## config.mk

```make
export PLATFORM = sky130hd
export DESIGN_NAME = demux_1_a_2
export DESIGN_NICKNAME = d
export VERILOG_FILES = /design/src/rtl/demux_1_a_2.sv
export SDC_FILE = /design/constraint.sdc
export NUM_CORES = 1
export LEC_CHECK = 0
export CELL_PAD_IN_SITES_DETAIL_PLACEMENT = 0
export CELL_PAD_IN_SITES_GLOBAL_PLACEMENT = 2
export CORE_UTILIZATION = 25
export CTS_CLUSTER_SIZE = 20
export DETAILED_ROUTE_END_ITERATION = 8
export GPL_ROUTABILITY_DRIVEN = 0
export PLACE_DENSITY_LB_ADDON = 0.1
export SYNTH_ARGS = -nofsm -noshare
export SYNTH_HDL_FRONTEND = slang
export SYNTH_SLANG_ARGS = --single-unit
export TNS_END_PERCENT = 100
```

## constraint.sdc

```tcl
create_clock -name clk_i -period 1.4 [get_ports clk_i]
set_input_delay 0.28 -clock clk_i [delete_from_list [all_inputs] [get_ports clk_i]]
set_output_delay 0.28 -clock clk_i [all_outputs]
set_load 0.03 [all_outputs]
```

## src/rtl/demux_1_a_2.sv

```systemverilog
// rtl/demux_1_a_2.sv - 1-to-2 ready/valid demultiplexer with one-entry holding register per channel.
// Optional macro DEMUX_CONTADORES_EN adds per-channel 8-bit output-transfer counters.
module demux_1_a_2 #(
  parameter int ANCHO = 8
) (
  input  logic             clk_i,
  input  logic             rst_n_i,
  input  logic             seleccion_i,
  input  logic [ANCHO-1:0] entrada_i,
  input  logic             valido_i,
  output logic             listo_o,
  output logic [ANCHO-1:0] salida0_o,
  output logic [ANCHO-1:0] salida1_o,
  output logic             valido0_o,
  output logic             valido1_o,
`ifdef DEMUX_CONTADORES_EN
  output logic [7:0]       cuenta0_o,
  output logic [7:0]       cuenta1_o,
`endif
  input  logic             listo0_i,
  input  logic             listo1_i
);

  typedef enum logic {VACIO = 1'b0, LLENO = 1'b1} estado_t;

  estado_t          r_estado0, r_estado1;
  logic [ANCHO-1:0] r_dato0, r_dato1;

  logic w_sal0, w_sal1;
  logic w_ent0, w_ent1;
  logic w_listo;

  assign w_sal0 = (r_estado0 == LLENO) && listo0_i;
  assign w_sal1 = (r_estado1 == LLENO) && listo1_i;

  // Only the addressed channel gates acceptance; the other may be stalled.
  assign w_listo = seleccion_i ? ((r_estado1 == VACIO) || listo1_i)
                               : ((r_estado0 == VACIO) || listo0_i);

  assign w_ent0 = valido_i && w_listo && !seleccion_i;
  assign w_ent1 = valido_i && w_listo &&  seleccion_i;

  always_ff @(posedge clk_i or negedge rst_n_i) begin
    if (!rst_n_i) begin
      r_estado0 <= VACIO;
      r_dato0   <= '0;
    end else begin
      case (r_estado0)
        VACIO: if (w_ent0) begin
          r_estado0 <= LLENO;
          r_dato0   <= entrada_i;
        end
        LLENO: if (w_ent0) begin
          r_dato0   <= entrada_i;
        end else if (w_sal0) begin
          r_estado0 <= VACIO;
        end
        default: r_estado0 <= VACIO;
      endcase
    end
  end

  always_ff @(posedge clk_i or negedge rst_n_i) begin
    if (!rst_n_i) begin
      r_estado1 <= VACIO;
      r_dato1   <= '0;
    end else begin
      case (r_estado1)
        VACIO: if (w_ent1) begin
          r_estado1 <= LLENO;
          r_dato1   <= entrada_i;
        end
        LLENO: if (w_ent1) begin
          r_dato1   <= entrada_i;
        end else if (w_sal1) begin
          r_estado1 <= VACIO;
        end
        default: r_estado1 <= VACIO;
      endcase
    end
  end

  assign listo_o   = w_listo;
  assign salida0_o = r_dato0;
  assign salida1_o = r_dato1;
  assign valido0_o = (r_estado0 == LLENO);
  assign valido1_o = (r_estado1 == LLENO);

`ifdef DEMUX_CONTADORES_EN
  logic [7:0] r_cuenta0, r_cuenta1;

  always_ff @(posedge clk_i or negedge rst_n_i) begin
    if (!rst_n_i) begin
      r_cuenta0 <= 8'd0;
      r_cuenta1 <= 8'd0;
    end else begin
      if (w_sal0) r_cuenta0 <= r_cuenta0 + 8'd1;
      if (w_sal1) r_cuenta1 <= r_cuenta1 + 8'd1;
    end
  end

  assign cuenta0_o = r_cuenta0;
  assign cuenta1_o = r_cuenta1;
`endif

endmodule

```

After elaboration in Yosys (flattened, before gate mapping) --
Cells that the tools add are included.
Storage, ports and cells: output and inout bits 19, input bits 14, flip-flop bits (word level) 18, word-level logic and storage cells 25
Operators by class: reduce and logical (&&, ||, !) cells 8, mux-type cells 11, bitwise operators 2
Operators by type and width (number):
- 8-bit two-way mux | 2
- 1-bit two-way mux | 7
- 1-bit logical AND | 5
- 1-bit case mux with 2 select lines | 2
- 1-bit logical OR | 2
- 1-bit NOT | 2
- 1-bit logical NOT | 1

Logic depth before layout (Yosys ltp) --
Gate-level depths: netlist of run 1.
depth in word-level cells 7, depth in mapped cells 3, depth with buffers taken out 3

Worst setup path after synthesis of run 1 --
No wires, ideal clock.
path kind register -> output, start register r_estado1 (netlist: valido1_o), end output listo_o, arrival 1.177 ns, cell stages (with the launch flop) 3, required time 1.120 ns, path buffers 0, slack -0.057 ns, cell sequence dfrtp_1 > nor2b_4 > a21oi_1
On the way: word-level cells in the longest chain between the ends 3
Ends and longest elaborated chain:
- start: declaration | line 26 | estado_t r_estado0, r_estado1;
- start signal: assignment | line 65 | r_estado1 <= VACIO;
- start signal: assignment | line 70 | r_estado1 <= LLENO;
- start signal: assignment | line 76 | r_estado1 <= VACIO;
- 1-bit NOT
- 1-bit logical OR | line 37 | assign w_listo = seleccion_i ? ((r_estado1 == VACIO) || listo1_i)
- 1-bit two-way mux | line 37
- end: declaration | line 11 | output logic listo_o,
Every way passes these cells.

Worst setup path in the final report of run 1 --
start register r_estado0 (netlist: valido0_o), end output listo_o
On the way: word-level cells in the longest chain between the ends 3
Ends and longest elaborated chain:
- start: declaration | line 26
- start signal: assignment | line 45 | r_estado0 <= VACIO;
- start signal: assignment | line 50 | r_estado0 <= LLENO;
- start signal: assignment | line 56 | r_estado0 <= VACIO;
- 1-bit NOT | line 38 | : ((r_estado0 == VACIO) || listo0_i);
- 1-bit logical OR | line 38
- 1-bit two-way mux | line 37
Every way passes these cells.

==> results of run 1 <==
==> routing by layer <==
layer	up-vias	GRT usage (%)	part of all wire (%)
met5	-	0	0
met4	0	3.21	0.91
met2	18	18.6	49
met3	2	5.58	7.7
li1	235	-	-
met1	237	12.2	42
==> power groups by stage <==
stage | clock network (µW) | logic [µW] | registers [µW]
after detailed placement | 0 | 557 | 667
after floorplan | 0 | 112 | 842
final | 245 | 492 | 651
after global placement | 0 | 553 | 668
after global routing | 287 | 522 | 668
after CTS | 261 | 497 | 653
==> synth_stat cells <==
| library cell | n |
|---|---|
| sky130_fd_sc_hd__a21oi_1 | 1 |
| sky130_fd_sc_hd__dfrtp_1 | 18 |
| sky130_fd_sc_hd__inv_1 | 1 |
| sky130_fd_sc_hd__mux2_1 | 3 |
| sky130_fd_sc_hd__mux2_2 | 13 |
| sky130_fd_sc_hd__nand2_2 | 1 |
| sky130_fd_sc_hd__nand2b_1 | 1 |
| sky130_fd_sc_hd__nand2b_2 | 1 |
| sky130_fd_sc_hd__nand3b_4 | 1 |
| sky130_fd_sc_hd__nor2_1 | 1 |
| sky130_fd_sc_hd__nor2_8 | 1 |
| sky130_fd_sc_hd__nor2b_4 | 1 |
| sky130_fd_sc_hd__o21ai_0 | 1 |
==> area by class of cell <==
| cell class | instances | area (µm²) | area share (%) |
|---|---|---|---|
| inverters | 1 | 3.75 | 0.334 |
| repair buffers | 37 | 329 | 29.3 |
| flip-flops and latches | 18 | 450 | 40.0 |
| multi-input cells | 25 | 280 | 24.9 |
| well taps | 31 | 38.8 | 3.45 |
| clock buffers | 3 | 22.5 | 2.00 |
==> critical path, stage by stage, from the launching register on <==
cell	delay, ns
sky130_fd_sc_hd__dfrtp_1	0.42
sky130_fd_sc_hd__nand2b_4	0.08
sky130_fd_sc_hd__nor2_2	0.04
sky130_fd_sc_hd__a21oi_2	0.12
sky130_fd_sc_hd__buf_6	0.14
==> cells by family (layout without fill, tap and decap cells) <==
logic type             after synthesis  in the layout  share of synthesized area (%)
flip-flops                          18             18                           62.3
AND/OR/NAND/NOR                      7              7                           10.9
AO/OA/AOI/OAI                        2              2                           1.38
multiplexers                        16             16                           24.9
buffers and inverters                1             41                          0.519
==> registers in the layout (all words and copies together) (netlist names) <==
name / cells
salida0_o: 8
salida1_o: 8
valido0_o: 1
valido1_o: 1
==> stage by stage <==
step	cell area, µm²	std cells	hold slack [ns]	setup slack (ns)
floorplan	727	44	-0.0156	0.124
global placement	1110	110	0.487	-0.189
detailed placement	1110	110	0.482	-0.217
CTS	1120	114	0.317	0.00291
global route	1120	115	0.330	-0.0142
finish	1120	115	0.313	0.0350
==> worst min path at each step <==
stage | startpoint | end | slack, ns | depth (start not counted)
after CTS | rst_n_i | valido1_o$_DFF_PN0_ | 0.32 | 2
after floorplan | rst_n_i | salida0_o[0]$_DFFE_PN0P_ | -0.02 | 0
after global placement | salida1_o[3]$_DFFE_PN0P_ | salida1_o[3]$_DFFE_PN0P_ | 0.49 | 1
after detailed placement | salida1_o[1]$_DFFE_PN0P_ | salida1_o[1]$_DFFE_PN0P_ | 0.48 | 1
after global routing | rst_n_i | salida1_o[2]$_DFFE_PN0P_ | 0.33 | 2
final | rst_n_i | valido0_o$_DFF_PN0_ | 0.31 | 2
==> layout by cell type (no fill, tap or decap), types with 3 or more instances in the layout <==
cell and n:
sky130_fd_sc_hd__dfrtp_1 18, sky130_fd_sc_hd__clkbuf_4 3, sky130_fd_sc_hd__dlygate4sd2_1 20, sky130_fd_sc_hd__clkdlybuf4s50_1 10, sky130_fd_sc_hd__mux2_1 3, sky130_fd_sc_hd__mux2_2 13
sky130_fd_sc_hd__buf_4 5
==> what timing repair did <==
item,CTS,global route
resized for setup,24,2
endpoints found under the setup margin,19,2
hold buffers,0,0
setup buffers,1,1
pin swaps,0,1
==> results_tabular.tex, run 1 <==
\begin{tabular}{lr}
\hline
Metric & Value \\
\hline
\multicolumn{2}{l}{\textbf{Timing}} \\
Final Hold Vio Count & 0 \\
Final period utilization & 97.5\% \\
Actual slew at the worst max-slew pin & 0.312 ns \\
Final Max Slew Viols & 0 \\
Max Clock Freq & 733 MHz \\
Post-layout min period & 1.37 ns \\
Unrepaired setup endpoints after global routing & true \\
Clock skew after layout & 0.00529 ns \\
Worst slew margin & 79.3\% \\
Setup TNS & 0 ns \\
Endpoints failing setup & 0 \\
\multicolumn{2}{l}{\textbf{Finish}} \\
Number of filler instances in the final layout & 271 \\
Layout Utilization & 40.8\% \\
Layout overhead on the synthesized area & 55.5\% \\
Ant. Diodes & 0 \\
Post-layout net count & 100 \\
Layout cells sized above 1 & 35.7\% \\
\multicolumn{2}{l}{\textbf{Global route}} \\
Antenna violations before repair & 0 \\
Largest net degree at the start of global routing & 19 \\
Total grt overflow & 0 \\
Wire length of the first global-routing pass & 2590 µm \\
GRT Overall Usage & 11.0\% \\
Via count of the first global-routing pass & 544 \\
\multicolumn{2}{l}{\textbf{Placed design}} \\
Port buffer count & 32 \\
DPL Wire Length & 1070 µm \\
\multicolumn{2}{l}{\textbf{Clock tree}} \\
Number of buffers created by CTS & 3 \\
Clock slew at reported path FFs & 0.10 ns \\
Clock root buffer & sky130\_fd\_sc\_hd\_\_clkbuf\_4 \\
Worst skew pair latency & 0.29 ns \\
CTS tree & done \\
Max clock buf depth & 2 \\
H-tree depth & 1 \\
Number of sinks driven by the clock tree & 18 \\
\multicolumn{2}{l}{\textbf{Drt}} \\
DRC marker count from the first detailed-route iteration & 5 \\
Detail Route Antenna Nets & 0 \\
Detailed-routing iteration count for the pre-antenna-repair pass & 2 \\
DRT Wirelength & 1440 µm \\
Total via count after detailed routing & 492 \\
Via count normalized by instance count & 4.28 \\
Post-DR wirelength/cell & 12.5 µm \\
Remaining DRCs & 0 \\
\multicolumn{2}{l}{\textbf{Yosys}} \\
Yosys reg bits & 18 \\
Largest cells by area after synthesis & sky130\_fd\_sc\_hd\_\_dfrtp\_1 (62\%), sky130\_fd\_sc\_hd\_\_mux2\_2 (20\%), sky130\_fd\_sc\_hd\_\_mux2\_1 (4.7\%) \\
Area leader, netlist & sky130\_fd\_sc\_hd\_\_dfrtp\_1 \\
YS warnings & 0 \\
Post-synthesis cell count & 44 \\
Number of distinct library cell variants in the gate-level netlist after synthesis & 13 \\
Fraction of synthesized cell area taken by the top area cell type & 62.3\% \\
Synthesized Nets & 58 \\
Average footprint of a synthesized cell & 16.4 µm² \\
Register area share after synthesis & 62.3\% \\
Post-Synthesis Cell Area & 723 µm² \\
\multicolumn{2}{l}{\textbf{Power and ir drop}} \\
Pwr dens & 1230 nW/µm² \\
Clock power share & 17.7\% \\
Switching power & 476 µW \\
Maximum VDD drop & 0.657 mV \\
Internal power of the cells & 912 µW \\
Sequential fraction of design power & 46.9\% \\
Final total power & 1390 µW \\
Sw frac & 34.3\% \\
Cell leakage power & 0.000524 µW \\
Combinational Power Share & 35.4\% \\
\multicolumn{2}{l}{\textbf{Run}} \\
Maxcap violations & 0 \\
\multicolumn{2}{l}{\textbf{Status}} \\
Run status & finished, final reports clean \\
\multicolumn{2}{l}{\textbf{Setup path}} \\
Data arrival, critical path & 1.09 ns \\
Startpoint types & flip-flop \\
Path type of the worst setup path & flip-flop to primary output \\
Maximum fanout encountered on the critical timing path & 2 \\
Capturing instance or port of the critical path & listo\_o \\
Launch point of the worst path & valido0\_o\$\_DFF\_PN0\_ \\
Worst R2R Start & valido1\_o\$\_DFF\_PN0\_ \\
R2R Path End & salida1\_o[4]\$\_DFFE\_PN0P\_ \\
Cell count of the worst reg-to-reg path & 4 \\
CP Capture Type & primary output \\
WP data required & 1.12 ns \\
Setup slack on the worst flop-to-flop path & 0.09 ns \\
\multicolumn{2}{l}{\textbf{Die}} \\
I/O pin cnt & 33 \\
Die X-Extent & 55.8 µm \\
Starting density of the core & 26.2\% \\
Total die area & 3110 µm² \\
Height of the chip & 55.8 µm \\
Placeable core region & 2760 µm² \\
Cell row count & 19 \\
\multicolumn{2}{l}{\textbf{Worst hold path}} \\
Min-Delay Path Class & input pin to asynchronous set/reset pin \\
\hline
\end{tabular}
No activity file was read; power rests on OpenSTA's default activity.
==> run 2, diff against run 1 <==
SETUP_SLACK_MARGIN = 0.4   (was default)
==> results_tabular.tex, run 2 (synthesis gave the netlist of run 1 again) <==
\begin{tabular}{lr}
\hline
Metric & Value \\
\hline
\multicolumn{2}{l}{\textbf{Status}} \\
Run status & finished, final reports clean \\
\multicolumn{2}{l}{\textbf{Timing}} \\
Final hold slack & 0.300 ns \\
Final Max Slew Viols & 0 \\
Clock skew after layout & 0.000925 ns \\
Setup TNS & 0 ns \\
Final period utilization & 98.0\% \\
Post-layout min period & 1.37 ns \\
Worst slew margin & 84.1\% \\
Unrepaired setup endpoints after global routing & true \\
Final Hold Vio Count & 0 \\
Endpoints failing setup & 0 \\
Max Clock Freq & 729 MHz \\
Actual slew at the worst max-slew pin & 0.239 ns \\
\multicolumn{2}{l}{\textbf{Die}} \\
Total die area & 3110 µm² \\
Starting density of the core & 26.2\% \\
I/O pin cnt & 33 \\
Cell row count & 19 \\
Height of the chip & 55.8 µm \\
Placeable core region & 2760 µm² \\
Die X-Extent & 55.8 µm \\
\multicolumn{2}{l}{\textbf{Drt}} \\
Total via count after detailed routing & 549 \\
Post-DR wirelength/cell & 13.2 µm \\
Via count normalized by instance count & 4.22 \\
Detailed-routing iteration count for the pre-antenna-repair pass & 2 \\
Remaining DRCs & 0 \\
Detail Route Antenna Nets & 0 \\
DRT Wirelength & 1720 µm \\
DRC marker count from the first detailed-route iteration & 4 \\
\multicolumn{2}{l}{\textbf{Clock tree}} \\
Number of buffers created by CTS & 3 \\
Number of sinks driven by the clock tree & 18 \\
Max clock buf depth & 2 \\
H-tree depth & 1 \\
Worst skew pair latency & 0.29 ns \\
CTS tree & done \\
Clock slew at reported path FFs & 0.11 ns \\
Clock root buffer & sky130\_fd\_sc\_hd\_\_clkbuf\_4 \\
Hold-fix buffers at CTS & 0 \\
\multicolumn{2}{l}{\textbf{Placed design}} \\
Port buffer count & 32 \\
Cell area after placement & 1120 µm² \\
\multicolumn{2}{l}{\textbf{Setup path}} \\
Cell count of the worst reg-to-reg path & 4 \\
WP data required & 1.12 ns \\
Launch point of the worst path & valido1\_o\$\_DFF\_PN0\_ \\
CP Capture Type & primary output \\
Data arrival, critical path & 1.09 ns \\
Worst R2R Start & valido1\_o\$\_DFF\_PN0\_ \\
Maximum fanout encountered on the critical timing path & 3 \\
Critical Path, Cell by Cell & nor2b\_4 > a21oi\_4 > buf\_6 \\
CP max stage delay & 0.41 ns \\
Setup slack on the worst flop-to-flop path & 0.07 ns \\
R2R Path End & salida1\_o[6]\$\_DFFE\_PN0P\_ \\
Startpoint types & flip-flop \\
Path type of the worst setup path & flip-flop to primary output \\
Slowest cell on the critical path & sky130\_fd\_sc\_hd\_\_dfrtp\_2 \\
\multicolumn{2}{l}{\textbf{Global route}} \\
Wire length of the first global-routing pass & 2940 µm \\
Antenna violations before repair & 0 \\
Via count of the first global-routing pass & 573 \\
Largest net degree at the start of global routing & 19 \\
Total grt overflow & 0 \\
GRT Overall Usage & 12.2\% \\
\multicolumn{2}{l}{\textbf{Finish}} \\
Top library cells by usage in the layout, fill and taps aside & sky130\_fd\_sc\_hd\_\_buf\_6 (21), sky130\_fd\_sc\_hd\_\_buf\_4 (17), sky130\_fd\_sc\_hd\_\_mux2\_4 (16), sky130\_fd\_sc\_hd\_\_dfrtp\_1 (16), sky130\_fd\_sc\_hd\_\_clkdlybuf4s50\_1 (10) \\
Layout overhead on the synthesized area & 90.1\% \\
Ant. Diodes & 0 \\
Final Cell Area & 1380 µm² \\
Most common cell after layout, fill and taps aside & sky130\_fd\_sc\_hd\_\_buf\_6 \\
Layout cells sized above 1 & 67.7\% \\
Post-layout net count & 114 \\
\multicolumn{2}{l}{\textbf{Power and ir drop}} \\
Final total power & 1740 µW \\
Pwr dens & 1260 nW/µm² \\
Maximum VDD drop & 0.627 mV \\
Cell leakage power & 0.000680 µW \\
\multicolumn{2}{l}{\textbf{Run}} \\
Maxcap violations & 0 \\
\multicolumn{2}{l}{\textbf{Worst hold path}} \\
Min-Delay Path Class & input pin to asynchronous set/reset pin \\
\hline
\end{tabular}
-- run 2: cell count changes in the layout (fill, tap and decap cells not counted), moves of 2 or more --
cell                            previous run  this run
sky130_fd_sc_hd__dfrtp_2                   0         2
sky130_fd_sc_hd__mux2_4                    0        16
sky130_fd_sc_hd__buf_6                     1        21
sky130_fd_sc_hd__dfrtp_1                  18        16
sky130_fd_sc_hd__mux2_2                   13         0
sky130_fd_sc_hd__mux2_1                    3         0
sky130_fd_sc_hd__buf_4                     5        17
sky130_fd_sc_hd__dlygate4sd2_1            20         3
-- run 2: worst max-delay path by stage --
stage                                     endpoint  slack [ns]  cells after the start
after floorplan           salida1_o[0]$_DFFE_PN0P_        0.18                      3
after global placement    salida1_o[7]$_DFFE_PN0P_       -0.18                      4
after detailed placement  salida0_o[5]$_DFFE_PN0P_       -0.20                      4
after CTS                                  listo_o       -0.02                      3
after global routing                       listo_o       -0.05                      4
final                                      listo_o        0.03                      3
-- run 2: cell type report --
type	count	area (µm²)
multi-input combinational	25	353
inverter	1	3.75
tap	31	38.8
sequential	18	453
clock buffer	4	36.3
fill	253	1380
timing repair buffer	51	490
-- run 2: metal layers --
layer  global-route usage [%]  vias to the layer above  routed length (µm)
met5                        0                        -                   0
met4                     4.29                        0                   0
met3                     3.49                        0                  71
met2                     18.2                       13                 843
met1                     16.8                      277                 805
li1                         -                      259                   -
-- run 2: repair_timing --
action / in CTS / in global routing
pin swaps: 4 / 2
setup buffers: 2 / 14
endpoints found under the setup margin: 35 / 35
resized for setup: 144 / 6
-- run 2: where the power goes --
group / switching (µW) / internal (µW)
registers: 67.7 / 610
clock network: 168 / 158
logic: 319 / 415
total: 555 / 1180
-- run 2: critical path, delay by kind of cell (launching register included) --
| kind | cells | cell delay, ns |
|---|---|---|
| buffers and inverters | 1 | 0.14 |
| and+or+nand+nor | 1 | 0.14 |
| AOI/OAI and AO/OA | 1 | 0.11 |
| DFF | 1 | 0.41 |
-- run 2: per-stage QoR --
stage / util, % / std cells / setup slack [ns]
after global placement: 40.7 / 110 / -0.179
after floorplan: - / 44 / 0.181
after detailed placement: 40.7 / 110 / -0.198
final: 49.9 / 130 / 0.0278
after CTS: 46.0 / 116 / -0.0180
after global routing: 49.9 / 130 / -0.0473
==> run 3, diff against run 2 <==
PLACE_DENSITY = 0.84   (was default)
PLACE_DENSITY_LB_ADDON = default   (was 0.1)
SLEW_MARGIN = 20   (was default)
clock period = 1.55 ns   (was 1.4 ns; I/O delays follow)
==> results_tabular.tex, run 3 (synthesis gave the netlist of run 1 again) <==
\begin{tabular}{lr}
\hline
Metric & Value \\
\hline
\multicolumn{2}{l}{\textbf{Clock tree}} \\
Number of sinks driven by the clock tree & 18 \\
H-tree depth & 1 \\
Worst skew pair latency & 0.29 ns \\
Clock slew at reported path FFs & 0.11 ns \\
Clock root buffer & sky130\_fd\_sc\_hd\_\_clkbuf\_4 \\
CTS tree & done \\
Hold-fix buffers at CTS & 0 \\
Max clock buf depth & 2 \\
Number of buffers created by CTS & 3 \\
\multicolumn{2}{l}{\textbf{Timing}} \\
Final Hold Vio Count & 0 \\
Worst slew margin & 80.1\% \\
Unrepaired setup endpoints after global routing & true \\
Endpoints failing setup & 0 \\
Clock skew after layout & 0.00948 ns \\
Post-layout min period & 1.41 ns \\
Setup TNS & 0 ns \\
Final period utilization & 91.1\% \\
Final Worst Setup Slack & 0.137 ns \\
Actual slew at the worst max-slew pin & 0.299 ns \\
Final Max Slew Viols & 0 \\
Max Clock Freq & 708 MHz \\
\multicolumn{2}{l}{\textbf{Setup path}} \\
Data arrival, critical path & 1.10 ns \\
CP Capture Type & primary output \\
WP data required & 1.24 ns \\
Startpoint types & flip-flop \\
Maximum fanout encountered on the critical timing path & 2 \\
Cell count of the worst reg-to-reg path & 5 \\
Path type of the worst setup path & flip-flop to primary output \\
\multicolumn{2}{l}{\textbf{Finish}} \\
Layout overhead on the synthesized area & 79.2\% \\
Layout Utilization & 47.0\% \\
Post-layout net count & 107 \\
Final Cell Area & 1300 µm² \\
Most common cell after layout, fill and taps aside & sky130\_fd\_sc\_hd\_\_buf\_6 \\
Layout cells sized above 1 & 64.1\% \\
Top library cells by usage in the layout, fill and taps aside & sky130\_fd\_sc\_hd\_\_buf\_6 (21), sky130\_fd\_sc\_hd\_\_dfrtp\_1 (16), sky130\_fd\_sc\_hd\_\_mux2\_4 (9), sky130\_fd\_sc\_hd\_\_clkdlybuf4s50\_1 (9), sky130\_fd\_sc\_hd\_\_buf\_4 (9) \\
FF/Latch Area & 453 µm² \\
Ant. Diodes & 0 \\
Number of filler instances in the final layout & 243 \\
Area taken by multi-input logic gates & 327 µm² \\
\multicolumn{2}{l}{\textbf{Die}} \\
I/O pin cnt & 33 \\
Total die area & 3110 µm² \\
Height of the chip & 55.8 µm \\
Placeable core region & 2760 µm² \\
Die X-Extent & 55.8 µm \\
Starting density of the core & 26.2\% \\
Cell row count & 19 \\
\multicolumn{2}{l}{\textbf{Global route}} \\
Antenna violations before repair & 0 \\
Wire length of the first global-routing pass & 2760 µm \\
Via count of the first global-routing pass & 552 \\
Total grt overflow & 0 \\
GRT Overall Usage & 11.6\% \\
Largest net degree at the start of global routing & 19 \\
\multicolumn{2}{l}{\textbf{Drt}} \\
Post-DR wirelength/cell & 13.4 µm \\
Total via count after detailed routing & 538 \\
Detailed-routing iteration count for the pre-antenna-repair pass & 3 \\
Detail Route Antenna Nets & 0 \\
DRT Wirelength & 1650 µm \\
Via count normalized by instance count & 4.37 \\
Remaining DRCs & 0 \\
DRC marker count from the first detailed-route iteration & 15 \\
\multicolumn{2}{l}{\textbf{Placed design}} \\
Cell area after placement & 1110 µm² \\
Port buffer count & 32 \\
DPL Wire Length & 1050 µm \\
Minimum setup slack after placement & -0.135 ns \\
\multicolumn{2}{l}{\textbf{Run}} \\
Maxcap violations & 0 \\
\multicolumn{2}{l}{\textbf{Power and ir drop}} \\
Pwr dens & 1160 nW/µm² \\
Maximum VDD drop & 0.623 mV \\
Cell leakage power & 0.000614 µW \\
\multicolumn{2}{l}{\textbf{Status}} \\
Run status & finished, final reports clean \\
\multicolumn{2}{l}{\textbf{Worst hold path}} \\
Min-Delay Path Class & input pin to asynchronous set/reset pin \\
\hline
\end{tabular}
## run 3: critical path: stages (launching register included)
cell and delay [ns]:
sky130_fd_sc_hd__dfrtp_2 0.43, sky130_fd_sc_hd__nand2b_4 0.09, sky130_fd_sc_hd__nor2_4 0.04, sky130_fd_sc_hd__a21oi_4 0.12, sky130_fd_sc_hd__buf_6 0.14
## run 3: report_power, final
group	total [µW]	internal (µW)	switching (µW)
Sequential	609	551	58.2
Combinational	608	326	281
Clock	284	143	141
## run 3: final cells by class
cell class,instances,share of cell area [%]
repair buffers,44,33.8
flip-flops and latches,18,34.9
well taps,31,2.99
inverters,1,0.290
multi-input cells,25,25.2
clock buffers,4,2.80
## run 3: through the flow
| stage | hold WS [ns] | std cells | total power (µW) |
|---|---|---|---|
| final | 0.338 | 123 | 1500 |
| after global placement | 0.475 | 109 | 1100 |
| after detailed placement | 0.478 | 109 | 1100 |
| after CTS | 0.347 | 118 | 1470 |
| after floorplan | 0.0144 | 44 | 866 |
| after global routing | 0.358 | 123 | 1570 |
## run 3: timing repair
action,in CTS,in global routing
setup endpoints to repair,35,35
cloned,0,0
gates resized for setup,133,7
endpoints found under the hold margin,0,0
pin swaps,2,1
buffers inserted,5,5
## run 3: per-layer routing
| layer | share of wire (%) | vias to the layer above | global-route usage (%) |
|---|---|---|---|
| li1 | - | 246 | - |
| met1 | 43 | 268 | 15.7 |
| met2 | 49 | 22 | 17.6 |
| met3 | 6.7 | 2 | 3.49 |
| met4 | 0.55 | 0 | 4.29 |
| met5 | 0 | - | 0 |
## run 3: path summary, 6_finish.rpt
| path | end | start | slack, ns |
|---|---|---|---|
| setup / recovery | listo_o | valido0_o$_DFF_PN0_ | 0.14 |
| hold / removal | valido0_o$_DFF_PN0_ | rst_n_i | 0.34 |
| setup reg to reg | salida0_o[2]$_DFFE_PN0P_ | valido0_o$_DFF_PN0_ | 0.24 |
| hold reg to reg | salida0_o[5]$_DFFE_PN0P_ | salida0_o[5]$_DFFE_PN0P_ | 0.54 |
| max in group asynchronous | valido1_o$_DFF_PN0_ | rst_n_i | 1.00 |
| min in group clk_i | valido0_o$_DFF_PN0_ | valido_i | 0.47 |
